File: src/rtl/qsel_pkg.sv
// Shared constants, FSM state encoding and the neighbour-entry record
// used by the next-hop selector.
package qsel_pkg;

    localparam int WORD_WIDTH = 16;
    localparam int MEM_DEPTH  = 2048;

    typedef logic [WORD_WIDTH-1:0] word_t;

    typedef enum logic [1:0] {
        IDLE  = 2'd0,
        SCAN  = 2'd1,
        DRAIN = 2'd2,
        DONE  = 2'd3
    } qsel_state_t;

    typedef struct packed {
        word_t id;
        word_t cluster;
        word_t energy;
        word_t qvalue;
    } nbr_entry_t;

endpackage

File: src/rtl/qsel_better.sv
// Candidate-vs-best decision: higher Q wins, energy breaks Q ties, full ties keep the incumbent.
// Optional energy floor enabled by QSEL_ENERGY_FILTER_EN.
module qsel_better
    import qsel_pkg::*;
(
    input  logic  found,
    input  word_t cand_q,
    input  word_t cand_energy,
    input  word_t best_q,
    input  word_t best_energy,
    input  word_t min_energy,
    output logic  better
);

    logic eligible;

`ifdef QSEL_ENERGY_FILTER_EN
    assign eligible = (cand_energy >= min_energy);
`else
    logic unused_min_energy;
    assign unused_min_energy = ^min_energy;
    assign eligible = 1'b1;
`endif

    // Strict comparisons so an exact duplicate never displaces the lower index.
    assign better = eligible &&
                    (!found ||
                     (cand_q > best_q) ||
                     ((cand_q == best_q) && (cand_energy > best_energy)));

endmodule

File: src/rtl/qtable_nexthop_select.sv
// Scans neighbour Q-table banks one entry per clock and keeps the best next hop.
// Build option: QSEL_ENERGY_FILTER_EN (energy floor via minEnergy).
module qtable_nexthop_select
    import qsel_pkg::*;
(
    input  logic        clk,
    input  logic        nrst,
    input  logic        en,
    input  logic [15:0] neighborCount,
    input  logic [15:0] minEnergy,
    input  logic [15:0] mSourceID,
    input  logic [15:0] mClusterID,
    input  logic [15:0] mEnergyLeft,
    input  logic [15:0] mQValue,
    output logic [15:0] rd_index,
    output logic [15:0] nextHopID,
    output logic [15:0] nextHopClusterID,
    output logic [15:0] nextHopEnergy,
    output logic [15:0] nextHopQValue,
    output logic        found,
    output logic        busy,
    output logic        done
);

    qsel_state_t state;
    word_t       cnt;
    word_t       start_cnt;
    nbr_entry_t  best;
    nbr_entry_t  cand;
    logic        better;
    logic        cmp_valid;

    assign start_cnt = (neighborCount > 16'(MEM_DEPTH)) ? 16'(MEM_DEPTH) : neighborCount;

    assign cand = '{id: mSourceID, cluster: mClusterID,
                    energy: mEnergyLeft, qvalue: mQValue};

    // Bank data lags the address by one cycle, so the first SCAN cycle has nothing to compare.
    assign cmp_valid = ((state == SCAN) && (rd_index != '0)) || (state == DRAIN);

    qsel_better u_better (
        .found       (found),
        .cand_q      (cand.qvalue),
        .cand_energy (cand.energy),
        .best_q      (best.qvalue),
        .best_energy (best.energy),
        .min_energy  (minEnergy),
        .better      (better)
    );

    always_ff @(posedge clk or posedge nrst) begin
        if (nrst) begin
            state    <= IDLE;
            cnt      <= '0;
            rd_index <= '0;
            best     <= '0;
            found    <= 1'b0;
        end else begin
            case (state)
                IDLE: begin
                    if (en) begin
                        cnt      <= start_cnt;
                        best     <= '0;
                        found    <= 1'b0;
                        rd_index <= '0;
                        state    <= (start_cnt == '0) ? DONE : SCAN;
                    end
                end
                SCAN: begin
                    if (cmp_valid && better) begin
                        best  <= cand;
                        found <= 1'b1;
                    end
                    if (rd_index == cnt - 16'd1) begin
                        state <= DRAIN;
                    end else begin
                        rd_index <= rd_index + 16'd1;
                    end
                end
                DRAIN: begin
                    if (better) begin
                        best  <= cand;
                        found <= 1'b1;
                    end
                    rd_index <= '0;
                    state    <= DONE;
                end
                DONE: begin
                    state <= IDLE;
                end
                default: state <= IDLE;
            endcase
        end
    end

    assign busy = (state == SCAN) || (state == DRAIN);
    assign done = (state == DONE);

    assign nextHopID        = best.id;
    assign nextHopClusterID = best.cluster;
    assign nextHopEnergy    = best.energy;
    assign nextHopQValue    = best.qvalue;

endmodule

File: config.mk
export PLATFORM = sky130hd
export DESIGN_NAME = qtable_nexthop_select
export DESIGN_NICKNAME = d
export VERILOG_FILES = /design/src/rtl/qsel_pkg.sv /design/src/rtl/qsel_better.sv /design/src/rtl/qtable_nexthop_select.sv
export SDC_FILE = /design/constraint.sdc
export NUM_CORES = 1
export LEC_CHECK = 0
export CORE_UTILIZATION = 47
export CTS_CLUSTER_DIAMETER = 100
export DETAILED_ROUTE_END_ITERATION = 7
export PLACE_DENSITY_LB_ADDON = 0.3
export SLEW_MARGIN = 15
export SYNTH_ARGS = -nofsm -noshare
export SYNTH_HDL_FRONTEND = slang
export SYNTH_HIERARCHICAL = 1
export SYNTH_SLANG_ARGS = --single-unit
File: constraint.sdc
create_clock -name clk -period 3.6 [get_ports clk]
set_input_delay 0.72 -clock clk [delete_from_list [all_inputs] [get_ports clk]]
set_output_delay 0.72 -clock clk [all_outputs]
set_load 0.02 [all_outputs]
==> metrics.md <==
| Metric | Value |
|---|---|
| Peak supply drop | `around 470 uV` |
| Total grt overflow | `0` |
| Commonest cells post-synth | `nand2_1, dfrtp_1, o21ai_0` |
| Mapped Cells | `666` |
| Avg Cell Area, Syn | `approximately 8.7 um^2` |
| Clock transition at path regs | `around 0.070 ns` |
| Area Overhead vs Synth | `35.80%` |
| GRT met1 Usage | `29.21%` |
| Post-route ant nets | `0` |
| Syn nets | `roughly 800` |
| Max_cap viols | `0` |
| PostCTS Resize Cnt | `0` |
| Synth warn | `6` |
| First-pass GRT wire length | `around 25000 um` |
| Vias/cell | `between 5 and 6` |
| Die width | `approximately 110 um` |
| Clock Skew | `about 0.0057 ns` |
| Initial antenna violation count | `0` |
| CP max-delay cell | `a2111oi_1` |
| GR Util All Layers | `between 20% and 30%` |
| Crit path max-delay family | `compound AO/OA/AOI/OAI gates` |
| Root Buffer | `clkbuf_16` |
| Setup bufs post-CTS | `0` |
| CTS Hold Bufs | `0` |
| Top_reg_cell synth | `dfrtp_1` |
| Crit-path cells | `inv_1 -> ha_1 -> nor2b_1 -> a211o_1 -> a2111oi_1 -> nor3_2 -> o21bai_2 -> nor2_2 -> nor2_1 -> mux2_2` |
| Post-Synth Simple-Gate Area | `22.41%` |
| Largest family of logic cells by synthesized area | `simple AND/OR/NAND/NOR gates` |
| Largest net degree at the start of global routing | `67` |
| Slew margin rel. | `around 45%` |
| Status | `finished, final reports clean` |
| P per Cell Area | `around 740 nW/um^2` |
| Post-synth top area share | `between 40% and 50%` |
| Critical path arrival | `about 3.6 ns` |
| RSZ-0062 raised after global routing | `false` |
| Grt met3 use | `6.588%` |
| DR pass1 iterations | `4` |
| Mux contribution to synthesized area | `0.3901%` |
| Avg WL per Cell | `roughly 16 um` |
| Pins Over Slew Limit | `0` |
| Synth Area in Compound Gates | `between 10% and 20%` |
| TritonCTS Buffers | `9` |
| Req. time, crit path | `3.84 ns` |
| # DRC | `0` |
| Met2 layer usage reported by global route | `between 40% and 50%` |
| CTS max path bufs | `2` |
| Chip Height | `~110 um` |
| Number of synthesized flops with an enable pin | `0` |
| Async set-or-reset flop fraction in the synthesized netlist | `100.0%` |
| TritonCTS clock tree | `yes` |
| Routability Congestion | `about 0.9` |
| Seq/Total Area, Yosys | `42.91%` |
| F_max | `~300 MHz` |
| Synth Area in Adders | `between 8 and 9%` |
| HP Class | `reg2reg` |
| Hold path start | `nextHopID[11]$_DFFE_PP0P_` |
| Most common cell in the netlist | `nand2_1` |
| Worst-Margin Slew | `~0.83 ns` |
| Power Total | `5.797 mW` |
| Vias in the first global route | `5313` |
| Cell area after synthesis | `between 5000 and 6000 um^2` |
| LEAKAGE | `3.434 nW` |
| Diode count | `0` |
| Critical Path Start | `cnt[0]$_DFFE_PP0P_` |
| Yosys reg bits | `99` |
| # port buffers | `roughly 170` |
| Final #Nets | `950` |
| Drt total wl | `approximately 15000 um` |
| CTS sink cnt | `slightly below 100` |
| Startpoint Class | `flip-flop` |
| Synth top area cells | `dfrtp_1, nand2_1, ha_1` |
| R2R Path Start | `cnt[0]$_DFFE_PP0P_` |
| CP endpoint kind | `flip-flop` |
| Critical path class | `reg2reg` |
| Vias | `5335` |
| Share of layout cells above drive strength 1 | `around 5.6%` |
| # IOs | `182` |
| Placeable Area | `about 12000 um^2` |
| H-tree Lvls | `3` |
| Post-Route Setup TNS | `0 ns` |
| DRT iter0 DRCs | `around 210` |
| Die area | `around 13000 um^2` |
| Initial Util | `about half` |
| Period minus WS final | `3.316 ns` |
| Worst path max stage delay | `0.55 ns` |
| Cell variety after synth | `between 60 and 70` |
| Buffers & Inverters on Critical Path | `1` |
| Clk Latency, worst-skew pair | `around 0.35 ns` |
| Post-Synth XOR/XNOR Area | `between 3 and 4%` |
| Final Setup Violations | `0` |
| Final Hold Viols | `0` |
| Cell taking the most area after synthesis | `dfrtp_1` |
| Grt peak-use layer | `met2` |
| # rows | `40` |
| CP max FO | `12` |
| DPL Wire Length | `11320 um` |
| Tcrit/Tclk final | `92.12%` |
## layout by cell type (no fill, tap or decap), types with 4 or more instances in the layout
master / count
o211ai_1: 7
or3_1: 5
ha_1: 38
nand3_1: 21
nor4_1: 11
a22o_1: 11
nor3_1: 11
buf_4: 6
dfrtp_1: 99
nand2_1: 156
nor2_1: 16
nand4_1: 11
xnor2_1: 14
buf_12: 4
inv_1: 49
o311ai_0: 5
a21oi_1: 18
o21ai_0: 69
clkdlybuf4s50_1: 165
or4_1: 5
and2_1: 5
clkinv_2: 4
clkbuf_16: 9
xor2_1: 8
## flip-flops by register name, summed over array words and instances, names as in the netlist
name              flops
cnt                  16
nextHopClusterID     16
nextHopEnergy        16
nextHopID            16
nextHopQValue        16
rd_index             16
state                 2
found                 1
## path summary, 6_finish.rpt
check	to	slack (ns)	depth (start not counted)
min in group asynchronous	nextHopClusterID[1]$_DFFE_PP0P_	0.84	2
setup / recovery	rd_index[0]$_DFFE_PP0P_	0.28	10
max in group asynchronous	nextHopQValue[8]$_DFFE_PP0P_	2.07	3
hold / removal	nextHopID[11]$_DFFE_PP0P_	0.48	2
hold reg to reg	nextHopID[11]$_DFFE_PP0P_	0.48	2
setup reg to reg	rd_index[0]$_DFFE_PP0P_	0.28	10
## kinds of logic after synthesis
group,count (synthesis)
mux,2
flops,99
compound gates,145
simple gates,269
fa+ha+maj,39
xor+xnor,22
buf+inv,90
## where the power goes
part	switching, mW	internal [mW]	total (mW)
Combinational	1.91	1.32	3.23
Clock	0.437	0.466	0.903
Sequential	0.222	1.44	1.66
## layer usage
layer	share of wire [%]	wire length (um)
met1	41	6210
met2	51	7668
met3	5.8	883
met4	2.8	421
met5	0	0
## worst reg2reg max path: stages (launching register included)
cell and delay (ns):
dfrtp_1 0.52, inv_1 0.10, ha_1 0.27, nor2b_1 0.22, a211o_1 0.32, a2111oi_1 0.55, nor3_2 0.11, o21bai_2 0.26
nor2_2 0.43, nor2_1 0.14, mux2_2 0.29
## stage by stage
stage	area (um^2)	utilization, %	instances	setup slack, ns	hold WS, ns
after floorplan	5773	-	666	0.2896	0.4749
after global placement	7570	63.02	948	0.1311	0.4641
after detailed placement	7570	63.02	948	0.09316	0.4696
after CTS	7840	65.27	964	0.3320	0.4855
after global routing	7840	65.27	964	0.1491	0.5034
final	7840	65.27	964	0.2838	0.4807
## layout make-up
type	instances	area [um^2]
fill	1016	4172
multi-input combinational	477	2942
sequential	99	2477
timing repair buffer	175	1777
clock buffer	9	225.2
inverter	50	190.2
tap	147	183.9
clock inverter	7	45.04
Power figures use the tool's default switching activity.
